`config.mk`:
```
export PLATFORM = sky130hd
export DESIGN_NAME = shift_iterativo
export DESIGN_NICKNAME = d
export VERILOG_FILES = /design/src/rtl/shift_pkg.sv /design/src/rtl/shift_paso.sv /design/src/rtl/shift_iterativo.sv
export SDC_FILE = /design/constraint.sdc
export NUM_CORES = 1
export LEC_CHECK = 0
export CAP_MARGIN = 15
export CORE_MARGIN = 5
export CORE_UTILIZATION = 45
export DETAILED_ROUTE_END_ITERATION = 6
export PLACE_DENSITY = 0.73
export SYNTH_ARGS = -nofsm -noshare
export SYNTH_HDL_FRONTEND = slang
export SYNTH_HIERARCHICAL = 1
export SYNTH_SLANG_ARGS = --single-unit
```
`constraint.sdc`:
```
create_clock -name clk_i -period 2.6 [get_ports clk_i]
set_input_delay 0.52 -clock clk_i [delete_from_list [all_inputs] [get_ports clk_i]]
set_output_delay 0.52 -clock clk_i [all_outputs]
set_load 0.01 [all_outputs]
```
`src/rtl/shift_pkg.sv`:
```
// -----------------------------------------------------------------------------
// shift_pkg
// Shared definitions for the iterative shift/rotate unit:
//   - operation codes understood by shift_paso and shift_iterativo
//   - FSM state encoding of the top module
//   - helper functions for the amount-counter width and opcode validity
// -----------------------------------------------------------------------------
package shift_pkg;

  localparam logic [2:0] OP_SLL = 3'b000;
  localparam logic [2:0] OP_SRL = 3'b001;
  localparam logic [2:0] OP_SRA = 3'b010;
  localparam logic [2:0] OP_ROL = 3'b011;
  localparam logic [2:0] OP_ROR = 3'b100;

  typedef enum logic [1:0] {
    REPOSO   = 2'b00,
    DESPLAZA = 2'b01,
    FIN      = 2'b10
  } estado_t;

  // Width of the amount counter: log2 of the operand width, never below 1.
  function automatic int ancho_cnt(input int n);
    int w;
    w = $clog2(n);
    if (w < 1) begin
      w = 1;
    end else begin
      w = w;
    end
    return w;
  endfunction

  // Codes 101..111 are reserved and produce a zero result.
  function automatic logic op_valida(input logic [2:0] op);
    return (op <= OP_ROR);
  endfunction

endpackage

```
`src/rtl/shift_paso.sv`:
```
// -----------------------------------------------------------------------------
// shift_paso
// Combinational single-step shifter/rotator. Moves the working value by k
// positions (0..PASO) according to the opcode.
// Ports:
//   valor      working value to shift
//   k          positions to move this step
//   op         operation code (see shift_pkg)
//   signo      fill bit for arithmetic right shifts (captured operand MSB)
//   resultado  shifted/rotated value; zero for reserved opcodes
// -----------------------------------------------------------------------------
module shift_paso
  import shift_pkg::*;
#(
  parameter int N  = 32,
  parameter int KW = 1
) (
  input  logic [N-1:0]  valor,
  input  logic [KW-1:0] k,
  input  logic [2:0]    op,
  input  logic          signo,
  output logic [N-1:0]  resultado
);

  localparam int CW = ancho_cnt(N);
  localparam logic [CW:0] N_EXT = (CW+1)'(N);

  // Complementary amount for rotates; equals N when k is zero, so the
  // wrap-around term shifts out completely.
  logic [CW:0]  comp_s;
  logic [N-1:0] relleno_s;

  // Rotate complement and the sign-fill mask for arithmetic right shifts.
  always_comb begin
    comp_s    = N_EXT - (CW+1)'(k);
    relleno_s = ~({N{1'b1}} >> k);
  end

  // One step of the selected operation.
  always_comb begin
    resultado = {N{1'b0}};
    case (op)
      OP_SLL:  resultado = valor << k;
      OP_SRL:  resultado = valor >> k;
      OP_SRA: begin
        if (signo) begin
          resultado = (valor >> k) | relleno_s;
        end else begin
          resultado = valor >> k;
        end
      end
      OP_ROL:  resultado = (valor << k) | (valor >> comp_s);
      OP_ROR:  resultado = (valor >> k) | (valor << comp_s);
      default: resultado = {N{1'b0}};
    endcase
  end

endmodule

```
`src/rtl/shift_iterativo.sv`:
```
// -----------------------------------------------------------------------------
// shift_iterativo
// Multi-cycle shift/rotate unit. Accepts an operand, amount and opcode through
// a start/ready handshake, shifts up to PASO positions per clock and reports
// the result with a one-cycle valid pulse.
// Ports:
//   clk_i        clock, rising edge
//   rst_i        synchronous reset, active high
//   inicio_i     start request, sampled while listo_o=1
//   a_i          operand
//   b_i          shift amount, only the low log2(N) bits are used
//   operacion_i  000 SLL, 001 SRL, 010 SRA, 011 ROL, 100 ROR, others invalid
//   listo_o      ready to accept a start
//   ocupado_o    shift in progress
//   valido_o     one-cycle pulse when salida_o carries a new result
//   salida_o     result, held until the next completed operation
// -----------------------------------------------------------------------------
module shift_iterativo
  import shift_pkg::*;
#(
  parameter int N    = 32,
  parameter int PASO = 1
) (
  input  logic         clk_i,
  input  logic         rst_i,
  input  logic         inicio_i,
  input  logic [N-1:0] a_i,
  input  logic [N-1:0] b_i,
  input  logic [2:0]   operacion_i,
  output logic         listo_o,
  output logic         ocupado_o,
  output logic         valido_o,
  output logic [N-1:0] salida_o
);

  localparam int CW = ancho_cnt(N);
  localparam int KW = $clog2(PASO) + 1;
  localparam logic [CW:0]   PASO_EXT = (CW+1)'(PASO);
  // Only reachable when the remaining count is at least PASO, which with
  // PASO=N can never happen, so truncation there is harmless.
  localparam logic [CW-1:0] PASO_CNT = CW'(PASO);

  estado_t       estado_r;
  logic [N-1:0]  trabajo_r;
  logic [CW-1:0] cnt_r;
  logic [2:0]    op_r;
  logic          signo_r;
  logic          listo_r;
  logic          ocupado_r;
  logic          valido_r;
  logic [N-1:0]  salida_r;

  logic [CW-1:0] cnt_b_s;
  logic [CW-1:0] k_cnt_s;
  logic [CW-1:0] cnt_sig_s;
  logic [KW-1:0] k_s;
  logic [N-1:0]  paso_s;
  logic          unused_b_s;

  // Amount masking: upper bits of b_i never influence the result.
  assign cnt_b_s    = b_i[CW-1:0];
  assign unused_b_s = ^b_i[N-1:CW];

  // Step size k = min(PASO, cnt) and the count left after this step.
  always_comb begin
    if ({1'b0, cnt_r} >= PASO_EXT) begin
      k_cnt_s = PASO_CNT;
    end else begin
      k_cnt_s = cnt_r;
    end
    cnt_sig_s = cnt_r - k_cnt_s;
    k_s       = KW'(k_cnt_s);
  end

  shift_paso #(
    .N  (N),
    .KW (KW)
  ) u_paso (
    .valor     (trabajo_r),
    .k         (k_s),
    .op        (op_r),
    .signo     (signo_r),
    .resultado (paso_s)
  );

  // Control FSM with counter, working register and registered outputs.
  always_ff @(posedge clk_i) begin
    if (rst_i) begin
      estado_r  <= REPOSO;
      trabajo_r <= {N{1'b0}};
      cnt_r     <= {CW{1'b0}};
      op_r      <= OP_SLL;
      signo_r   <= 1'b0;
      listo_r   <= 1'b1;
      ocupado_r <= 1'b0;
      valido_r  <= 1'b0;
      salida_r  <= {N{1'b0}};
    end else begin
      case (estado_r)
        REPOSO, FIN: begin
          if (inicio_i) begin
            trabajo_r <= a_i;
            cnt_r     <= cnt_b_s;
            op_r      <= operacion_i;
            signo_r   <= a_i[N-1];
            if ((cnt_b_s != {CW{1'b0}}) && op_valida(operacion_i)) begin
              estado_r  <= DESPLAZA;
              listo_r   <= 1'b0;
              ocupado_r <= 1'b1;
              valido_r  <= 1'b0;
            end else begin
              // Nothing to iterate: result is available after one edge.
              estado_r  <= FIN;
              listo_r   <= 1'b1;
              ocupado_r <= 1'b0;
              valido_r  <= 1'b1;
              if (op_valida(operacion_i)) begin
                salida_r <= a_i;
              end else begin
                salida_r <= {N{1'b0}};
              end
            end
          end else begin
            estado_r  <= REPOSO;
            listo_r   <= 1'b1;
            ocupado_r <= 1'b0;
            valido_r  <= 1'b0;
          end
        end
        DESPLAZA: begin
          // Starts arriving here are dropped, not queued.
          trabajo_r <= paso_s;
          cnt_r     <= cnt_sig_s;
          if (cnt_sig_s == {CW{1'b0}}) begin
            estado_r  <= FIN;
            listo_r   <= 1'b1;
            ocupado_r <= 1'b0;
            valido_r  <= 1'b1;
            salida_r  <= paso_s;
          end else begin
            estado_r  <= DESPLAZA;
            listo_r   <= 1'b0;
            ocupado_r <= 1'b1;
            valido_r  <= 1'b0;
          end
        end
        default: begin
          estado_r  <= REPOSO;
          listo_r   <= 1'b1;
          ocupado_r <= 1'b0;
          valido_r  <= 1'b0;
        end
      endcase
    end
  end

  assign listo_o   = listo_r;
  assign ocupado_o = ocupado_r;
  assign valido_o  = valido_r;
  assign salida_o  = salida_r;

endmodule

```
# Yosys cells after proc, flatten, opt, wreduce, memory -nomap -nowiden
# Index checks and enable logic that the tools add are counted.
# word_totals
input_bits,70
output_inout_bits,35
reg_bits,78
# op_classes
add_sub_neg,2
shifts,5
n_reduce_logical,10
n_eq_ne,9
order_cmp,2
muxes,26
bitwise_logic,4
# ops
operator,n
32-bit two-way mux,6
32-bit case mux with 5 select lines,1
32-bit case mux with 2 select lines,2
32-bit bitwise OR,3
32-bit inverter,1
32-bit by 1-bit left shift with 32-bit output,1
32-bit by 6-bit left shift with 32-bit output,1
32-bit by 1-bit >> shifter with 32-bit output,1
"32-bit by 1-bit >> shifter with 32-bit output, first input constant",1
32-bit by 6-bit >> shifter with 32-bit output,1
5-bit two-way mux,2
5-bit case mux with 2 select lines,1
1-bit two-way mux,7
"3-bit by 2-bit == test with 1-bit output, second input constant",2
2-bit two-way mux,3
"2-bit inequality test, second input constant",3
1-bit case mux with 2 select lines,3
"6-bit by 1-bit subtractor with 6-bit output, first input constant",1
"5-bit by 1-bit >= comparator with 1-bit output, second input constant",1
5-bit zero test,1
5-bit nonzero test,1
5-bit subtractor,1
2-bit case mux with 2 select lines,1
2-bit AND reduction,2
11 further kinds,11

# Longest topological paths before layout
# Gate-level depths: netlist of the first run.
# logic_depth
depth_word,9
mapped_depth,8
ltp_nobuf,7

# Modules after synthesis
# The synthesis of the first run kept the hierarchy.
# by_module_without_submodules
mod,area_each_um2,cells_per_inst,n_inst
shift_iterativo,3555.9,403,1
shift_paso,923.4,165,1

# Least setup slack after synthesis of the first run
# OpenSTA, ideal clock, no wires.
# synth_path
kind,register -> register
start,reg cnt_r[2]
end,reg salida_r[31] (netlist: salida_o[31])
setup_ns,0.146
period_less_slack_ns,1.954
required_ns,2.454
slack_ns,0.646
arrival_time_ns,1.808
path_stages_with_launch,9
path_cell_list,dfxtp_1 -> nor3_1 -> nand2_1 -> buf_4 -> nand2_1 -> o21ai_0 -> a221o_1 -> a222oi_1 -> a211oi_2
# synth_between
elab_chain_cells,9
word_cells_on_any_way,20
cone_classes,2 x add/sub; 1 x order compare; 1 x eq/ne; 5 x shift; 5 x mux; 4 x bitwise; 2 x reduce/logical
# synth_lines
element,line,text
"start, declared",shift_iterativo.sv:45,logic [CW-1:0] cnt_r;
"start signal, assigned",shift_iterativo.sv:91,cnt_r <= {CW{1'b0}};
"start signal, assigned",shift_iterativo.sv:103,cnt_r <= cnt_b_s;
"start signal, assigned",shift_iterativo.sv:133,cnt_r <= cnt_sig_s;
5-bit by 1-bit >= comparator with 1-bit output (*),shift_iterativo.sv:66,"if ({1'b0, cnt_r} >= PASO_EXT) begin"
5-bit two-way mux (*),shift_iterativo.sv:66,
named net k_cnt_s[0],shift_iterativo.sv:54,logic [CW-1:0] k_cnt_s;
"parallel branches: the longest is 4 deep, another holds 6-bit by 1-bit subtractor with 6-bit output",-,
32-bit case mux with 5 select lines (*),shift_paso.sv:42,case (op)
named net paso_s[31],shift_iterativo.sv:57,logic [N-1:0] paso_s;
32-bit two-way mux (*),shift_iterativo.sv:134,if (cnt_sig_s == {CW{1'b0}}) begin
32-bit case mux with 2 select lines (*),shift_iterativo.sv:99,case (estado_r)
"end signal, assigned",shift_iterativo.sv:97,salida_r <= {N{1'b0}};
"end signal, assigned",shift_iterativo.sv:118,salida_r <= a_i;
"end signal, assigned",shift_iterativo.sv:139,salida_r <= paso_s;
"end, declared",shift_iterativo.sv:51,logic [N-1:0] salida_r;
# Mark *: on every way through the listed nets, which the timed path passes. The select of a mux whose other input is x is not followed.
# A chain may end at the register's enable or synchronous reset.

# Final worst setup path of the first run
# layout_path
start,reg op_r[1]
end,reg salida_r[7] (netlist: salida_o[7])
# layout_between
elab_chain_cells,4
word_cells_on_any_way,8
cone_classes,4 x eq/ne; 3 x mux; 1 x reduce/logical
# layout_lines
element,line,text
"start, declared",shift_iterativo.sv:46,logic [2:0] op_r;
"start signal, assigned",shift_iterativo.sv:104,op_r <= operacion_i;
3-bit == test (tied with other cells),shift_paso.sv:42,
32-bit case mux with 5 select lines (*),shift_paso.sv:42,
named net paso_s[7],shift_iterativo.sv:57,
32-bit two-way mux (*),shift_iterativo.sv:134,
32-bit case mux with 2 select lines (*),shift_iterativo.sv:99,
# The timed path passes the listed nets; every way through them passes the cells marked *. The select of a mux whose other input is x is not followed.

==> results of run 1 <==
## cells by family after synthesis
| kind of cell | count (synthesis) | synth area share (%) |
|---|---|---|
| AO/OA/AOI/OAI | 218 | 38.2 |
| XOR/XNOR | 3 | 0.922 |
| adder cells (fa/ha/maj) | 1 | 0.279 |
| buffers and inverters | 103 | 10.5 |
| flip-flops | 76 | 34.0 |
| multiplexers | 1 | 0.223 |
| AND/OR/NAND/NOR | 166 | 15.9 |
## synthesized netlist by cell type, drive strengths merged, types with 2 or more instances
cell type and count:
a211oi 33, clkbuf 37, o21ai 65, buf 30, a31oi 32, nand2b 2, a21oi 12, a222oi 32
nand2 78, inv 36, a22oi 2, a311oi 33, nor2 42, nand3 33, nor3 3, dfxtp 76
xnor2 2
## critical path, stage by stage (launching register included)
cell      delay, ns
dfxtp_1        0.43
xnor2_2        0.65
buf_4          0.34
nand3_1        0.10
a31oi_1        0.30
a222oi_1       0.18
a211oi_2       0.25
## worst max path at each step
stage | to | slack (ns) | startpoint | cells after the start
after floorplan | salida_o[31]$_SDFFE_PP0P_ | 0.65 | cnt_r[2]$_SDFFE_PP0P_ | 8
after global placement | salida_o[26]$_SDFFE_PP0P_ | 0.05 | operacion_i[0] | 6
after detailed placement | salida_o[20]$_SDFFE_PP0P_ | -0.009 | operacion_i[0] | 6
after CTS | salida_o[1]$_SDFFE_PP0P_ | 0.18 | op_r[1]$_SDFFE_PP0P_ | 5
after global routing | salida_o[14]$_SDFFE_PP0P_ | 0.08 | op_r[1]$_SDFFE_PP0P_ | 6
final | salida_o[7]$_SDFFE_PP0P_ | 0.26 | op_r[1]$_SDFFE_PP0P_ | 6
## area by class of cell
| cell class | count | area, um^2 | share of cell area, % |
|---|---|---|---|
| tap | 133 | 166 | 3.04 |
| timing repair buffer | 98 | 923 | 16.9 |
| multi-input combinational | 389 | 2510 | 45.8 |
| inverter | 36 | 135 | 2.47 |
| clock inverter | 6 | 88.8 | 1.62 |
| sequential | 76 | 1520 | 27.8 |
| clock buffer | 10 | 128 | 2.33 |
## power by group through the flow
stage	clock network (mW)	registers, mW	logic (mW)
CTS	1.03	1.42	1.21
finish	1.00	1.42	1.22
floorplan	0	1.44	0.822
detailed placement	0	1.44	1.20
global route	1.08	1.44	1.34
global placement	0	1.44	1.17
## layer usage
| metal | GRT usage [%] | routed length [um] | vias to the layer above |
|---|---|---|---|
| met5 | 0 | 0 | - |
| met4 | 7.30 | 146 | 0 |
| met3 | 2.99 | 917 | 11 |
| met2 | 34.0 | 5750 | 215 |
| met1 | 28.4 | 5530 | 2139 |
| li1 | - | - | 2216 |
## registers in the layout, summed over array words and instances, names as in the netlist
name,cells
cnt_r,5
estado_r,2
listo_o,1
op_r,3
salida_o,32
signo_r,1
trabajo_r,32
## metrics by stage
| step | setup slack (ns) | hold slack (ns) | setup TNS, ns | utilization (%) |
|---|---|---|---|---|
| floorplan | 0.646 | 0.433 | 0 | - |
| global placement | 0.0479 | 0.449 | 0 | 53.9 |
| detailed placement | -0.00901 | 0.453 | -0.00901 | 53.9 |
| CTS | 0.183 | 0.467 | 0 | 56.1 |
| global route | 0.0807 | 0.484 | 0 | 56.2 |
| finish | 0.258 | 0.463 | 0 | 56.2 |
==> metrics.cfg, run 1 <==
[clocking]
cts.repair.resized=0
cts_sinks=76
cts_buffer_depth=2
clock_latency_ns=0.35
holdBufCountCts=0
root_buffer=clkbuf_8
htree_levels=3
post-cts-setup-buffer-count=0
numCtsBuffers=9
cts_tree=yes
clkTransAtPathRegs_ns=0.08

[synth]
synth_flop_cell=dfxtp_1
synth.net_count=639
async_flop_share_pct=0
synth_area_per_cell_um2=7.89
synth_edf_count=0
synthCells=568
syn_area_um2=4480
synth_top_area_cell=dfxtp_1
ys_top_cells_by_area=dfxtp_1 34%, a211oi_2 8.4%, a222oi_1 7.2%, nand2_1 6.5%, a311oi_1 6.5%
ys_types=45
yosysWarningCount=6
ys_ff_latch=76
yosysSeqAreaShare_pct=34.0
yosys.area.top_type_share_pct=34.0

[placed_design]
dp.cells=732
dp_hpwl_mm=8.14
io_buffers=77
globalplace.congestion=0.829
placed_area_um2=5240

[grt]
grt_first_pass_wirelength_mm=20.7
grt.total_usage_pct=21.0
grt_max_degree=63
grt.overflow.total=0
antenna_found_initial=0
grt_pass1_vias=4200

[route]
drtAntennaViolNets=0
via_per_inst=6.12
firstDrtPassIters=7
vias=4581
drtIter0Drc=474
drt-total-wl_mm=12.3
wl_per_cell_um=16.5
route.detailed.drc=3

[timing]
fin_skew_ns=0.00765
slew-limit-headroom_pct=32.8
fin_crit_ns=2.34
tightest_slew_ns=1.01
setup_viol=0
rsz0062_at_grt=no
slew_viol_final=0
fin_crit_sh_pct=90.1
max_freq_mhz=427
finalHoldViolations=0

[worst_hold_path]
hold_class=reg2reg
hp-start=salida_o[14]$_SDFFE_PP0P_
min_path_cells=2
hold_end=salida_o[14]$_SDFFE_PP0P_

[finish]
area_growth_pct=22.2
layout_commonest_cell=nand2_1
final_nets=681
fin_area_um2=5470
mostFrequentLayoutCells=77 x nand2_1, 76 x dfxtp_1, 76 x clkdlybuf4s50_1
diodes=0
fillCellCount=936
stdcell_count=748
layout-drive-gt1-share_pct=13.0

[pwr]
power_frac_comb_pct=33.5
power_leakage_nw=1.82
seqPwrFrac_pct=39.0
p_int_mw=2.36
power.density_nw_per_um2=665
finalPower_mw=3.64
power_switching_mw=1.28
ir_drop_mv=0.344
pwr-share-clk_pct=27.6
swShare_pct=35.1

[floorplan]
die-width_um=110
die_y_um=110
pin_count=105
die_area_um2=12000
initial_core_util_pct=46.0
core-area_um2=9730
fp-row-count=36

[critical_path]
cp_max_fo=16
r2r-start=op_r[1]$_SDFFE_PP0P_
end_kind=register
cp-start-kind=register
r2r-end=salida_o[7]$_SDFFE_PP0P_
reg2reg_setup_slack_ns=0.26
arrival_ns=2.62
cp.required_ns=2.87
rr_worst_depth=6
path_class=reg2reg

[outcome]
status=finished, violations left
violations=design-rule violations

[job]
max_cap_viol_count=0

Power figures use the tool's default switching activity.
==> run 2: changes to the inputs <==
--- a/constraint.sdc
+++ b/constraint.sdc
@@ -3,2 +3,2 @@
 set_output_delay 0.52 -clock clk_i [all_outputs]
-set_load 0.01 [all_outputs]
+set_load 0.02 [all_outputs]
==> results of run 2 <==
The final DEF is identical to that of run 1. Status: finished, violations left: design-rule violations.
Among the figures that moved: total power 3.64 mW -> 3.69 mW; worst IR drop on VDD 0.344 mV -> 0.355 mV
==> run 3: changes to the inputs <==
Settings changed: CELL_PAD_IN_SITES_DETAIL_PLACEMENT from default to 1, CELL_PAD_IN_SITES_GLOBAL_PLACEMENT from default to 2, CORE_UTILIZATION 45 to 29, PLACE_DENSITY 0.73 to default, PLACE_DENSITY_LB_ADDON from default to 0.1.
==> metrics.cfg, run 3 (same netlist as run 1, synthesis figures left out) <==
[grt]
grt_max_degree=43  ; -32%
grt_first_pass_wirelength_mm=24.2  ; +17%
grt_pass1_vias=4699  ; +12%
grt.total_usage_pct=16.2  ; -4.8 points
antenna_found_initial=0  ; unchanged
grt.overflow.total=0  ; unchanged

[timing]
fin_crit_ns=2.27  ; -0.0733 ns
fin_crit_sh_pct=87.3  ; -2.8 points
slew_viol_final=0  ; unchanged
setup_viol=0  ; unchanged
slew-limit-headroom_pct=42.0  ; +9.2 points
max_freq_mhz=441  ; +3.2%
finalHoldViolations=0  ; unchanged
fin_skew_ns=0.00495  ; -0.00271 ns
tightest_slew_ns=0.869  ; -0.138 ns
finalSetupTns_ns=0  ; unchanged
rsz0062_at_grt=no

[finish]
mostFrequentLayoutCells=77 x nand2_1, 76 x dfxtp_1, 76 x clkdlybuf4s50_1
layout_commonest_cell=nand2_1
finalCoreUtilization_pct=37.1  ; -19 points
area_growth_pct=25.8
diodes=0  ; unchanged
final_nets=684  ; +0.44%
layout-drive-gt1-share_pct=13.1  ; +0.14 points
fillCellCount=1838  ; +96%

[critical_path]
rr_worst_depth=8  ; +2
cp.required_ns=2.85  ; -0.02 ns
crit_slowest_cell=nor3_1
cp-startpoint=cnt_r[2]$_SDFFE_PP0P_
arrival_ns=2.52  ; -0.10 ns
path_class=reg2reg
path_cells=nor3_1 > a21o_1 > ha_1 > nand4_2 > buf_4 > and2_4 > buf_12 > a211oi_1
r2r-end=salida_o[0]$_SDFFE_PP0P_
end_kind=register
cp-start-kind=register
cpPeakStageDelay_ns=0.39  ; -0.26 ns
r2r-start=cnt_r[2]$_SDFFE_PP0P_
cp_max_fo=33  ; +17
reg2reg_setup_slack_ns=0.33  ; +0.07 ns

[floorplan]
die-width_um=134  ; +22%
die_area_um2=18000  ; +50%
die_y_um=134  ; +22%
initial_core_util_pct=29.5  ; -17 points
pin_count=105  ; unchanged
fp-row-count=45  ; +25%
core-area_um2=15200  ; +56%

[pwr]
power_leakage_nw=1.88  ; +3.3%
power.density_nw_per_um2=691
ir_drop_mv=0.334

[clocking]
numCtsBuffers=9  ; unchanged
holdBufCountCts=0  ; unchanged
cts_tree=yes
clock_latency_ns=0.34  ; about the same
cts_buffer_depth=2  ; unchanged
cts_sinks=76  ; unchanged
htree_levels=3  ; unchanged
post-cts-setup-buffer-count=0  ; unchanged
clkTransAtPathRegs_ns=0.06  ; -0.02 ns
root_buffer=clkbuf_16
cts.repair.resized=0  ; unchanged

[placed_design]
globalplace.congestion=0.728  ; -12%
dp_hpwl_mm=9.88  ; +21%
io_buffers=77  ; unchanged

[route]
drtIter0Drc=466  ; -1.7%
firstDrtPassIters=7  ; unchanged
wl_per_cell_um=18.2  ; +10%
drtAntennaViolNets=0  ; unchanged
via_per_inst=5.73  ; -6.5%
vias=4604  ; +0.50%
route.detailed.drc=15  ; +12
drt-total-wl_mm=14.6  ; +19%

[worst_hold_path]
hold_end=salida_o[1]$_SDFFE_PP0P_
hp-start=salida_o[1]$_SDFFE_PP0P_
min_path_cells=2  ; unchanged
hold_class=reg2reg

[job]
max_cap_viol_count=0  ; unchanged

[outcome]
status=finished, violations left
violations=design-rule violations

[run 3: cell count changes in the layout (fill, tap and decap cells not counted), sizes merged]
| cell | change |
|---|---|
| buf | +3 |
| bufinv | -2 |
| clkinvlp | -2 |
| clkbuf | +1 |
| clkinv | +1 |
[run 3: worst max-delay path by stage]
stage,endpoint,depth (start not counted),slack (ns)
3_5_place_dp,salida_o[2]$_SDFFE_PP0P_,6,0.08
3_3_place_gp,salida_o[2]$_SDFFE_PP0P_,6,0.08
6_report,salida_o[0]$_SDFFE_PP0P_,8,0.33
2_1_floorplan,salida_o[31]$_SDFFE_PP0P_,8,0.65
5_1_grt,salida_o[4]$_SDFFE_PP0P_,7,0.13
4_1_cts,salida_o[0]$_SDFFE_PP0P_,8,0.32
[run 3: worst max-delay path, delay by kind of cell, from the launching register on]
family | cells | cell delay, ns
AO/OA/AOI/OAI | 2 | 0.46
adder cells (fa/ha/maj) | 1 | 0.24
buffers and inverters | 2 | 0.42
flip-flops | 1 | 0.35
AND/OR/NAND/NOR | 3 | 0.69
[run 3: layer usage]
layer | track usage [%] | part of all wire (%)
met1 | 21.3 | 48
met3 | 3.90 | 4.6
met5 | 0 | 0
met2 | 27.0 | 46
met4 | 3.85 | 1.1
[run 3: power breakdown]
group	internal (mW)	leakage, nW	total [mW]	switching [mW]
sequential	1.31	0.627	1.43	0.121
clock	0.657	0.131	1.15	0.495
combinational	0.538	1.12	1.31	0.777
total	2.50	1.88	3.89	1.39
[run 3: layout make-up]
type,count,area (um^2),share of cell area [%]
Multi-Input combinational cell,389,2500,44.4
Sequential cell,76,1520,27.0
Timing Repair Buffer,101,983,17.5
Clock buffer,11,243,4.31
Tap cell,188,235,4.17
Inverter,36,135,2.40
Clock inverter,3,15.0,0.266
[run 3: metrics by stage]
step	hold slack [ns]	total power [mW]	area (um^2)	cells	setup WS, ns
CTS	0.466	3.97	5640	804	0.319
global placement	0.450	2.75	5380	790	0.0800
floorplan	0.433	2.31	4480	568	0.646
detailed placement	0.454	2.78	5380	790	0.0794
finish	0.459	3.89	5640	804	0.331
global route	0.486	4.14	5640	804	0.132
